[config.mk]
export PLATFORM = sky130hd
export DESIGN_NAME = alu_seq
export DESIGN_NICKNAME = d
export VERILOG_FILES = /design/src/rtl/alu_pkg.sv /design/src/rtl/alu_mul_seq.sv /design/src/rtl/alu_seq.sv
export SDC_FILE = /design/constraint.sdc
export NUM_CORES = 1
export LEC_CHECK = 0
export BUFFER_PORTS_ARGS = -buffer_cell sky130_fd_sc_hd__buf_2
export CORE_ASPECT_RATIO = 1.4
export CORE_MARGIN = 10
export CORE_UTILIZATION = 45
export CTS_CLUSTER_SIZE = 30
export DETAILED_ROUTE_END_ITERATION = 8
export GPL_TIMING_DRIVEN = 0
export PLACE_DENSITY_LB_ADDON = 0.08
export SLEW_MARGIN = 20
export SYNTH_ARGS = -nofsm -noshare
export SYNTH_HDL_FRONTEND = slang
export SYNTH_SLANG_ARGS = --single-unit
export TNS_END_PERCENT = 5
[constraint.sdc]
create_clock -name clk -period 3.2 [get_ports clk]
set_input_delay 0.16 -clock clk [delete_from_list [all_inputs] [get_ports clk]]
set_output_delay 0.16 -clock clk [all_outputs]
set_load 0.01 [all_outputs]
[src/rtl/alu_pkg.sv]
// alu_pkg: opcode bit indices, FSM states and select validation shared by alu_seq
package alu_pkg;
  localparam int SEL_ADD = 0;
  localparam int SEL_SUB = 1;
  localparam int SEL_AND = 2;
  localparam int SEL_OR  = 3;
  localparam int SEL_XOR = 4;
  localparam int SEL_NOT = 5;
  localparam int SEL_SHL = 6;
  localparam int SEL_MUL = 7;
  typedef enum logic [1:0] {IDLE, BUSY, DONE} state_t;
  function automatic logic onehot_ok(input logic [7:0] sel);
    return sel != 8'd0 && (sel & (sel - 8'd1)) == 8'd0;
  endfunction
endpackage

[src/rtl/alu_mul_seq.sv]
// alu_mul_seq: WIDTH-cycle shift-add multiplier, one multiplier bit per cycle, LSB first
module alu_mul_seq #(
  parameter int WIDTH = 8
) (
  input  logic               clk,
  input  logic               rst,
  input  logic               start,
  input  logic [WIDTH-1:0]   a,
  input  logic [WIDTH-1:0]   b,
  output logic               done,
  output logic [2*WIDTH-1:0] product
);
  localparam int CW = $clog2(WIDTH);
  logic [2*WIDTH-1:0] mcand_q, mcand_d, acc_q, acc_d;
  logic [WIDTH-1:0] mplier_q, mplier_d;
  logic [CW-1:0] cnt_q, cnt_d;
  logic run_q, run_d;
  // product includes the final iteration so the caller can register it on the done edge
  always_comb begin
    product = acc_q + (mplier_q[0] ? mcand_q : '0);
    done = run_q && cnt_q == CW'(WIDTH - 1);
    mcand_d = start ? {{WIDTH{1'b0}}, a} : run_q ? mcand_q << 1 : mcand_q;
    mplier_d = start ? b : run_q ? mplier_q >> 1 : mplier_q;
    acc_d = start ? '0 : run_q ? product : acc_q;
    cnt_d = start ? '0 : run_q ? cnt_q + CW'(1) : cnt_q;
    run_d = start || (run_q && !done);
  end
  always_ff @(posedge clk) begin
    if (rst) begin
      mcand_q <= '0;
      mplier_q <= '0;
      acc_q <= '0;
      cnt_q <= '0;
      run_q <= 1'b0;
    end else begin
      mcand_q <= mcand_d;
      mplier_q <= mplier_d;
      acc_q <= acc_d;
      cnt_q <= cnt_d;
      run_q <= run_d;
    end
  end
endmodule

[src/rtl/alu_seq.sv]
// alu_seq: handshaked one-hot-select ALU with registered result, flags and sequential multiply
module alu_seq
  import alu_pkg::*;
#(
  parameter int WIDTH = 8
) (
  input  logic             clk,
  input  logic             rst,
  input  logic             in_valid,
  output logic             in_ready,
  input  logic [WIDTH-1:0] op1,
  input  logic [WIDTH-1:0] op2,
  input  logic [7:0]       select,
  output logic             out_valid,
  input  logic             out_ready,
  output logic [WIDTH-1:0] res,
  output logic             carry,
  output logic             zero,
  output logic             err
);
  state_t state_q, state_d;
  logic [WIDTH-1:0] res_q, res_d, alu_res;
  logic carry_q, carry_d, zero_q, zero_d, err_q, err_d;
  logic legal, alu_carry, accept, mul_start, mul_done;
  logic [WIDTH:0] sum, diff;
  logic [2*WIDTH-1:0] product;
  alu_mul_seq #(.WIDTH(WIDTH)) u_mul (
    .clk(clk),
    .rst(rst),
    .start(mul_start),
    .a(op1),
    .b(op2),
    .done(mul_done),
    .product(product)
  );
  assign in_ready = state_q == IDLE;
  assign out_valid = state_q == DONE;
  assign res = res_q;
  assign carry = carry_q;
  assign zero = zero_q;
  assign err = err_q;
  always_comb begin
    legal = onehot_ok(select);
    sum = {1'b0, op1} + {1'b0, op2};
    diff = {1'b0, op1} - {1'b0, op2};
    alu_res = !legal ? '0 :
              select[SEL_ADD] ? sum[WIDTH-1:0] :
              select[SEL_SUB] ? diff[WIDTH-1:0] :
              select[SEL_AND] ? op1 & op2 :
              select[SEL_OR]  ? op1 | op2 :
              select[SEL_XOR] ? op1 ^ op2 :
              select[SEL_NOT] ? ~op1 :
              select[SEL_SHL] ? {op1[WIDTH-2:0], 1'b0} : '0;
    alu_carry = legal && (select[SEL_ADD] ? sum[WIDTH] :
                          select[SEL_SUB] ? diff[WIDTH] :
                          select[SEL_SHL] && op1[WIDTH-1]);
    accept = in_valid && in_ready;
    mul_start = accept && legal && select[SEL_MUL];
    state_d = state_q;
    res_d = res_q;
    carry_d = carry_q;
    zero_d = zero_q;
    err_d = err_q;
    if (mul_start) begin
      state_d = BUSY;
    end else if (accept) begin
      state_d = DONE;
      res_d = alu_res;
      carry_d = alu_carry;
      zero_d = alu_res == '0;
      err_d = !legal;
    end else if (state_q == BUSY && mul_done) begin
      state_d = DONE;
      res_d = product[WIDTH-1:0];
      carry_d = |product[2*WIDTH-1:WIDTH];
      zero_d = product[WIDTH-1:0] == '0;
      err_d = 1'b0;
    end else if (state_q == DONE && out_ready) begin
      state_d = IDLE;
    end
  end
  always_ff @(posedge clk) begin
    if (rst) begin
      state_q <= IDLE;
      res_q <= '0;
      carry_q <= 1'b0;
      zero_q <= 1'b0;
      err_q <= 1'b0;
    end else begin
      state_q <= state_d;
      res_q <= res_d;
      carry_q <= carry_d;
      zero_q <= zero_d;
      err_q <= err_d;
    end
  end
endmodule

Word level (Yosys, flattened, before mapping)
Index checks and enable logic that the tools add are counted.
{ "word_totals": {"elab_cells": 78, "regBits": 57} }
{ "classes": {"eq_ne": 3, "bitwise_logic": 6, "addsub": 5, "mux": 27, "n_reduce_logical": 25} }
{ "op_table": {"columns": ["operator", "n"], "rows": [
  ["two-way mux 8 bit", 14],
  ["logical NOT 8 bit", 3],
  ["adder 16 bit", 1],
  ["bitwise AND 8 bit", 2],
  ["two-way mux 16 bit", 1],
  ["logical AND 1 bit", 10],
  ["adder 8 x 8 -> 9 bit", 1],
  ["two-way mux 1 bit", 9],
  ["subtractor 8 x 8 -> 9 bit", 1],
  ["NOT 8 bit", 1],
  ["bitwise OR 8 bit", 1],
  ["nonzero test 8 bit", 1],
  ["OR reduction 8 bit", 1],
  ["subtractor 8 x 1 -> 8 bit (second input constant)", 1],
  ["bitwise XOR 8 bit", 1],
  ["two-way mux 2 bit", 3],
  ["nonzero test 2 bit", 2],
  ["nonzero test 4 bit", 1],
  ["adder 3 x 1 -> 3 bit (second input constant)", 1],
  ["== test 3 bit (second input constant)", 1],
  ["nonzero test 3 bit", 1],
  ["== test 2 x 1 -> 1 bit (second input constant)", 1],
  ["== test 2 bit (second input constant)", 1],
  ["logical NOT 1 bit", 2],
  ["other kinds (5)", 5]
]} }

Logic depth before layout (Yosys ltp)
Gate-level depths: netlist of the first run.
{ "logic_depth": {"depth_word": 10, "ltp_mapped": 11, "mapped_depth_nobuf": 11} }

Modules after synthesis
Synthesis of the first run repeated with hierarchy kept, for this count alone.
{ "hier_totals": {"cells_unflattened": 615, "area_unflattened_um2": 4818.4} }
{ "modules_own_cells": {"columns": ["module", "n_inst", "cells_per_inst", "area_each_um2", "seq_area_each_um2"], "rows": [
  ["alu_mul_seq", 1, 306, 2622.5, 880.8],
  ["alu_seq", 1, 309, 2195.9, 260.2]
]} }

Least setup slack after synthesis of the first run
OpenSTA, ideal clock, no wires.
{ "synth_timing": {"path_type": "register -> register", "startpoint": "reg u_mul.mplier_q[0]", "endpoint": "reg carry_q, in the netlist carry", "setup_slack_ps": 418, "path_buffers": 1, "t_required_ps": 3062, "t_arrival_ps": 2644, "synth_period_minus_slack_ps": 2782, "path_stages_with_launch": 11, "cell_sequence": "dfxtp_1 -> clkbuf_1 -> and2_1 -> ha_1 -> a211oi_2 -> o21bai_2 -> a2111oi_4 -> a211oi_1 -> or4_1 -> nor4_2 -> a41oi_1"} }
{ "synth_between": {"elab_chain_len": 5} }
{ "synth_rtl": {"columns": ["item", "line", "rtl"], "rows": [
  ["start: declaration", "alu_mul_seq.sv:15", "logic [WIDTH-1:0] mplier_q, mplier_d;"],
  ["start signal: assignment", "alu_mul_seq.sv:37", "mplier_q <= mplier_d;"],
  ["two-way mux 16 bit", "alu_mul_seq.sv:20", "product = acc_q + (mplier_q[0] ? mcand_q : '0);"],
  ["adder 16 bit", "alu_mul_seq.sv:20", null],
  ["OR reduction 8 bit", "alu_seq.sv:75", "carry_d = |product[2*WIDTH-1:WIDTH];"],
  ["two-way mux 1 bit", "alu_seq.sv:72", "end else if (state_q == BUSY && mul_done) begin"],
  ["two-way mux 1 bit", "alu_seq.sv:66", "end else if (accept) begin"],
  ["end signal: assignment", "alu_seq.sv:92", "carry_q <= carry_d;"],
  ["end: declaration", "alu_seq.sv:23", "logic carry_q, carry_d, zero_q, zero_d, err_q, err_d;"]
]} }
No other way between the ends. The select of a mux whose other input is x is not followed.
A chain may end at the register's enable or synchronous reset.

Worst setup path after layout of the first run
Ends and elaborated chain as after synthesis.

==> reports/metrics.sh, run 1 <==
SYNTH_CELL_TYPES=68
HP-CLASS='in -> reg'
FP.DIEH_UM=140
RELSLEWSLACK=0.435
SYNTHMUXAREASHARE=0.0820
DRC_ERRORS=0
MAX_CAP_VIOL_COUNT=0
CTS.REPORTEDPATHS.CLKPINSLEW_NS=0.05
DRIVE_ABOVE_1_SHARE=0.118
CRITICAL_PATH.STARTPOINT='u_mul.mplier_q[0]$_SDFFE_PP0P_'
TRITONCTS_BUFFER_COUNT=9
ANTENNA-DIODE-COUNT=0
PORT_BUFFERS=35
VIAS=4475
POST-LAYOUT-TOTAL-POWER_mW=2.03
FINAL_CELL_COUNT_NO_FILL=772
PLACED_INSTANCE_AREA_MM2=0.00498
MAPPEDNETLISTNETS=659
SETUP_REPAIR_AFTER_GLOBAL_ROUTING_MISSED_ITS_MARGIN='false'
HIGHEST_CLOCK_RATE_GHz=0.335
FIN_CRIT_PERIOD_NS=2.98
DESIGN.PORTCOUNT=41
MAX-VDD-IR-DROP_mV=0.241
SYNTH_XOR_XNOR_AREA_SHARE=0.0359
AVG_CELL_AREA_SYN_UM2=7.93
CTS_TREE='built'
INITIAL_ANTENNA_VIOLATION_COUNT=0
SYNTH.TOP_CELLS.BY_AREA='dfxtp_1, ha_1, mux2i_1, nor2_1, a21oi_1'
LAYOUT-AREA-OVERHEAD-VS-SYNTH_PCT=14.2
TIMING.SETUP.CRITICAL_PATH_CLASS='reg -> reg'
HPWL_AFTER_DETAILED_PLACEMENT_UM=11600
DR.FIRST_ITER.DRC_COUNT=177
POWERDENSITY_mW_PER_MM2=383
POSTLAYOUTCELLAREA_MM2=0.00530
SYNTH_SEQ_AREA_SHARE=0.246
DRT_PASS1_ITERATIONS=5
R2R-START='u_mul.mplier_q[0]$_SDFFE_PP0P_'
CLOCKROOTBUFFER='clkbuf_16'
SYNTHESIS.INSTANCES=585
WORST_EP_REQUIRED_TIME_NS=3.41
ADDER_CELL_SHARE_OF_THE_SYNTHESIZED_AREA=0.129
POWER.LEAKAGE_nW=2.21
SYNTH_SIMPLE_GATE_AREA_FRAC=0.193
LAYOUT_COMMONEST_CELL='nor2_1'
HOLD_WS_NS=0.137
ROUTE.FINAL.WIRE_LENGTH_UM=14500
NFILLCELLS=1052
CTS_MAX_PATH_BUFFERS=2
HOLD_START='out_ready'
YS_WARN_COUNT=0
YS_SEQ_ELEMENTS=57
SYN_AREA_MM2=0.00464
CP.ARRIVAL_NS=3.19
ANTENNA_LEFT=0
SLEW_VIOLATIONS=0
MAXIMUM_FANOUT_ENCOUNTERED_ON_THE_CRITICAL_TIMING_PATH=10
SYNTH_FLOP_CELL='dfxtp_1'
WIRE_PER_INST_UM=18.8
FINALWEIGHTEDCONGESTION=0.867
WORST_CLOCK_SKEW_NS=0.00443
CLOCK-SINKS=57
NUMBER_OF_GLOBAL_ROUTE_VIAS_BEFORE_REPAIR=4510
SYNTH_AREA_IN_COMPOUND_GATES=0.260
GRT_START_MAX_NET_PINS=11
ROWS=43
SYNTH_TOP_FAMILY_BY_AREA='compound AO/OA/AOI/OAI gates'
WORST_SLEW_PIN_SLEW_NS=0.837
INITIAL_UTILIZATION=0.464
PLACED_CELLS=755
HOLDBUFCOUNTCTS=0
LAYOUT_COMMON_CELLS='nor2_1, dfxtp_1, ha_1'
MIN_PERIOD_OVER_PERIOD=0.932
FINAL_NET_COUNT=706
H-TREE-DEPTH=3
WORSTSKEWPAIRLATENCY_NS=0.34
FIRST_PASS_GRT_WIRE_LENGTH_UM=23000
DIE_AREA_MM2=0.0148
CRIT_PATH_START_KIND='register'
FP.COREAREA_MM2=0.0100
OUTCOME='completed'
ROUTED_VIA_DENSITY=5.80
GLOBAL_ROUTE.USAGE.TOTAL=0.195
SETUP_VIOLATIONS_FINAL=0
POSTSYNTH.ASYNCRESETSHARE=0
DIE_WIDTH_UM=106
SYNTH_EDF_COUNT=0
CRIT_PATH_END_KIND='register'
SYNTH_TOP_AREA_FRAC=0.246
OVERFLOW=0
FINALHOLDVIOLCOUNT=0
SYNTH_AREA_LEADER_CELL='dfxtp_1'
==> registers in the layout, summed over array words and instances, names as in the netlist, 2 cells and up <==
register and count:
u_mul.mcand_q 16, u_mul.cnt_q 3, state_q 2, res 8
u_mul.mplier_q 8, u_mul.acc_q 16
==> stage by stage <==
| step | worst slack [ns] | setup TNS [ns] | utilization |
|---|---|---|---|
| final | 0.219 | 0 | 0.530 |
| after global routing | 0.0180 | 0 | 0.530 |
| after CTS | 0.00785 | 0 | 0.529 |
| after detailed placement | -0.249 | -0.249 | 0.498 |
| after global placement | -0.228 | -0.228 | 0.498 |
| after floorplan | 0.418 | 0 | - |
==> worst max-delay path: stages (launching register included) <==
cell and delay (ns):
dfxtp_2 0.36, buf_4 0.19, and2_1 0.14, ha_1 0.37
a211oi_4 0.28, o21bai_2 0.15, a2111oi_4 0.39, a211oi_1 0.13
or4_1 0.53, nor4_2 0.17, a41oi_1 0.13
==> area by class of cell <==
| type | instances | area (um^2) | share of cell area |
|---|---|---|---|
| Clock inverter | 6 | 57.6 | 0.0109 |
| Inverter | 32 | 120 | 0.0227 |
| Clock buffer | 10 | 239 | 0.0451 |
| Sequential cell | 57 | 1140 | 0.215 |
| Buffer | 33 | 135 | 0.0255 |
| Timing Repair Buffer | 36 | 183 | 0.0345 |
| Tap cell | 135 | 169 | 0.0319 |
| Multi-Input combinational cell | 463 | 3260 | 0.614 |
==> power breakdown <==
group          internal [mW]  switching, mW
logic                  0.125          0.220
clock network          0.617          0.342
registers              0.722        0.00606
==> path summary, 6_finish.rpt <==
check	slack [ns]	cells after the start	end
worst min register to register	0.49	2	u_mul.acc_q[2]$_SDFFE_PP0P_
worst min-delay path	0.14	4	state_q[1]$_SDFFE_PP0P_
worst max-delay path	0.22	10	carry$_SDFFE_PP0P_
worst max register to register	0.22	10	carry$_SDFFE_PP0P_
==> cell usage after synthesis (5+ instances only) <==
cell	number
nor2_1	75
dfxtp_1	57
ha_1	43
a21oi_1	42
mux2i_1	38
inv_1	31
nand2_1	31
o21ai_0	29
a211oi_1	25
clkbuf_1	25
and2_1	18
a31oi_1	10
nor2b_1	10
nor3_1	10
xnor2_1	10
xor2_1	9
a21o_1	8
o21ai_1	8
nand2b_1	7
buf_2	6
a311oi_1	5
==> routing by layer <==
layer	vias up	global-route usage	share of wire
li1	2202	-	-
met5	-	0	0
met2	112	0.383	0.56
met4	0	0.0922	0.031
met3	27	0.0289	0.034
met1	2134	0.192	0.37
==> cells by family (layout without fill, tap and decap cells) <==
kind of cell,count (synthesis),count (layout)
AND/OR/NAND/NOR,183,183
AO/OA/AOI/OAI,177,177
buffers and inverters,65,117
flip-flops,57,57
adder cells (fa/ha/maj),46,46
multiplexers,38,38
XOR/XNOR,19,19
==> what timing repair did <==
| action | CTS | global route |
|---|---|---|
| pin swaps | 0 | 1 |
| hold endpoints to repair | 0 | 0 |
| setup buffers | 0 | 1 |
| setup endpoints to repair | 1 | 1 |
| gates resized for setup | 3 | 3 |
(Power assumes the default switching activity.)
==> run 2, diff against run 1 <==
CORE_ASPECT_RATIO = 0.75   (was 1.4)
SYNTH_HIERARCHICAL = 1   (was default)
==> reports/metrics.sh, run 2 <==
YS_SEQ_ELEMENTS=57  # unchanged
WORST_SLEW_PIN_SLEW_NS=0.729  # -0.108 ns
CP.ARRIVAL_NS=3.32  # +0.13 ns
SYNTHESIS.INSTANCES=615  # +5.1%
ROWS=32  # -26%
MAXIMUM_FANOUT_ENCOUNTERED_ON_THE_CRITICAL_TIMING_PATH=10  # unchanged
FIRST_PASS_GRT_WIRE_LENGTH_UM=22200  # -3.5%
CTS.REPORTEDPATHS.CLKPINSLEW_NS=0.05  # about the same
SYN_AREA_MM2=0.00482  # +3.8%
GRT_START_MAX_NET_PINS=11  # unchanged
CLOCKROOTBUFFER='clkbuf_16'
MIN_PERIOD_OVER_PERIOD=0.971  # +0.0393
LARGESTREGISTERS='u_mul/acc_q x16, u_mul/mcand_q x16'
SYNTH_SEQ_AREA_SHARE=0.237  # -0.00907
DRT_PASS1_ITERATIONS=6  # +1
DESIGN.PORTCOUNT=41  # unchanged
H-TREE-DEPTH=3  # unchanged
HPWL_AFTER_DETAILED_PLACEMENT_UM=10900  # -5.3%
DRC_ERRORS=0  # unchanged
MAPPEDNETLISTNETS=689  # +4.6%
SYNTH_FLOP_CELL='dfxtp_1'
WIRE_PER_INST_UM=17.6  # -6.2%
DR.FIRST_ITER.DRC_COUNT=451  # +150%
DRIVE_ABOVE_1_SHARE=0.144  # +0.0260
FP.COREAREA_MM2=0.0104  # +3.6%
WORST_EP_REQUIRED_TIME_NS=3.41  # about the same
GLOBAL_ROUTE.USAGE.TOTAL=0.180  # -0.0158
HIGHEST_CLOCK_RATE_GHz=0.322  # -4.1%
ANTENNA-DIODE-COUNT=0  # unchanged
LAYOUT_COMMONEST_CELL='nor2_1'
HP-CLASS='in -> reg'
PORT_BUFFERS=36  # +2.9%
INITIAL_ANTENNA_VIOLATION_COUNT=0  # unchanged
NFILLCELLS=978  # -7.0%
UTIL_AFTER_LAYOUT=0.535  # +0.00535
CP_COMMON_CELL='a21o_1'
CTS_MAX_PATH_BUFFERS=2  # unchanged
VIAS=4687  # +4.7%
LAYOUT-AREA-OVERHEAD-VS-SYNTH_PCT=15.2
AVG_CELL_AREA_SYN_UM2=7.83  # -1.2%
PLACED_CELLS=787  # +4.2%
TRITONCTS_BUFFER_COUNT=9  # unchanged
MAX_CAP_VIOL_COUNT=0  # unchanged
FINAL_CRITICAL_PATH_SETUP_SLACK_NS=0.0933  # -0.126 ns
YS_WARN_COUNT=6  # +6
CRIT_PATH_START_KIND='register'
FINAL_CELL_COUNT_NO_FILL=804  # +4.1%
WORST_CLOCK_SKEW_NS=0.00524  # +0.000804 ns
CRITICAL_PATH.MAX_STAGE_DELAY_NS=0.37  # -0.16 ns
ROUTED_VIA_DENSITY=5.83  # +0.57%
RELSLEWSLACK=0.514  # +0.0792
FINAL_NET_COUNT=738  # +4.5%
WORSTSKEWPAIRLATENCY_NS=0.33  # about the same
POWERDENSITY_mW_PER_MM2=368  # -4.0%
SETUP_REPAIR_AFTER_GLOBAL_ROUTING_MISSED_ITS_MARGIN='true'
MAX-VDD-IR-DROP_mV=0.319  # +32%
YOSYS.CELL_COUNT.TOP_TYPE='nor2_1'
SYNTH.TOP_CELLS.BY_AREA='dfxtp_1, ha_1, mux2i_1, nor2_1, a21oi_1'
FP.DIEH_UM=110  # -22%
CTS_TREE='built'
NUMBER_OF_GLOBAL_ROUTE_VIAS_BEFORE_REPAIR=4240  # -6.0%
TIMING.SETUP.TNS_NS=0  # unchanged
FINALHOLDVIOLCOUNT=0  # unchanged
POWER.LEAKAGE_nW=2.41  # +9.0%
FIN_CRIT_PERIOD_NS=3.11  # +0.126 ns
CLOCK-SINKS=57  # unchanged
SETUP_VIOLATIONS_FINAL=0  # unchanged
DIE_AREA_MM2=0.0153  # +3.1%
DPL_WORST_SLACK_NS=-0.387  # -0.138 ns
DIE_WIDTH_UM=139  # +32%
OVERFLOW=0  # unchanged
CRIT_PATH_END_KIND='register'
FINALWEIGHTEDCONGESTION=0.920  # +6.2%
ANTENNA_LEFT=0  # unchanged
ROUTE.FINAL.WIRE_LENGTH_UM=14200  # -2.4%
SLOWEST_STAGE='dfxtp_4'
OUTCOME='completed'
CRIT_CHAIN='clkbuf_4 > and2_1 > ha_2 > fa_2 > a21o_1 > nand4_1 > a21o_1 > o21bai_1 > xor2_1 > nor4_2 > a21oi_1 > mux2i_1 > nor2_1 > a41o_1'
SYNTH_TOP_AREA_FRAC=0.237  # -0.00907
TIMING.SETUP.CRITICAL_PATH_CLASS='reg -> reg'
SYNTH_AREA_LEADER_CELL='dfxtp_1'
POSTSYNTH.ASYNCRESETSHARE=0  # unchanged
SYNTH_CELL_TYPES=73  # +7.4%
INITIAL_UTILIZATION=0.465  # +0.000907
SLEW_VIOLATIONS=0  # unchanged
LAYOUT_COMMON_CELLS='nor2_1, dfxtp_1, a21oi_1'
SYNTH_EDF_COUNT=0  # unchanged
SYNTH.TOP_CELLS.BY_COUNT='nor2_1, dfxtp_1, a21oi_1, ha_1, mux2i_1'
## run 2: changes by cell type after synthesis, sizes merged, moves of 8 or more
cell / previous run / this run
nor3b: 5 / 13
buf: 8 / 21
nor2: 75 / 84
o21ai: 38 / 18
a21oi: 42 / 55
a211oi: 26 / 11
nand3: 4 / 13
## run 2: final cells by class
type                            count  area, um^2  area share
Buffer                             40         201      0.0363
Timing Repair Buffer               38         195      0.0352
Sequential cell                    57        1140       0.206
Clock inverter                      3        40.0     0.00722
Inverter                           36         135      0.0244
Multi-Input combinational cell    482        3410       0.614
Clock buffer                       12         256      0.0462
Tap cell                          136         170      0.0307
## run 2: power by group
group / internal (mW) / switching (mW)
clock network: 0.637 / 0.320
logic: 0.130 / 0.223
registers: 0.723 / 0.00819
## run 2: metal layers
layer | vias to the layer above | global-route usage | routed length, um
met4 | 0 | 0.0409 | 197
met2 | 182 | 0.251 | 5630
met5 | - | 0 | 0
met1 | 2201 | 0.258 | 7120
met3 | 19 | 0.0595 | 1210
li1 | 2285 | - | -
## run 2: cell families after synthesis
family | share of synthesized area
AND/OR/NAND/NOR | 0.242
AO/OA/AOI/OAI | 0.216
buffers and inverters | 0.0688
flip-flops | 0.237
adder cells (fa/ha/maj) | 0.124
multiplexers | 0.0834
XOR/XNOR | 0.0291
## run 2: repair_timing
action | CTS | global route
endpoints found under the setup margin | 1 | 12
resized for setup | 9 | 11
pin swaps | 4 | 3
hold buffers | 0 | 0
setup buffers | 2 | 0
## run 2: final timing paths
kind / from / end / slack, ns / cells past startpoint
min reg2reg: u_mul/acc_q[15]$_SDFFE_PP0P_ / u_mul/acc_q[15]$_SDFFE_PP0P_ / 0.48 / 2
max: u_mul/mplier_q[0]$_SDFFE_PP0P_ / carry$_SDFFE_PP0P_ / 0.09 / 14
max reg2reg: u_mul/mplier_q[0]$_SDFFE_PP0P_ / carry$_SDFFE_PP0P_ / 0.09 / 14
min: op2[3] / u_mul/mplier_q[3]$_SDFFE_PP0P_ / 0.13 / 3
## run 2: metrics by stage
step | area (um^2) | power, mW | hold WS (ns)
CTS | 5510 | 2.06 | 0.115
floorplan | 4820 | 0.974 | 0.250
global placement | 5170 | 1.09 | 0.438
finish | 5550 | 2.04 | 0.128
global route | 5550 | 2.13 | 0.146
detailed placement | 5170 | 1.09 | 0.456
## run 2: worst max-delay path, delay by kind of cell (launching register included)
| family | cells | cell delay, ns |
|---|---|---|
| simple gates | 4 | 0.69 |
| xor+xnor | 1 | 0.17 |
| flops | 1 | 0.37 |
| mux | 1 | 0.14 |
| compound gates | 5 | 0.90 |
| fa+ha+maj | 2 | 0.56 |
| buf+inv | 1 | 0.17 |
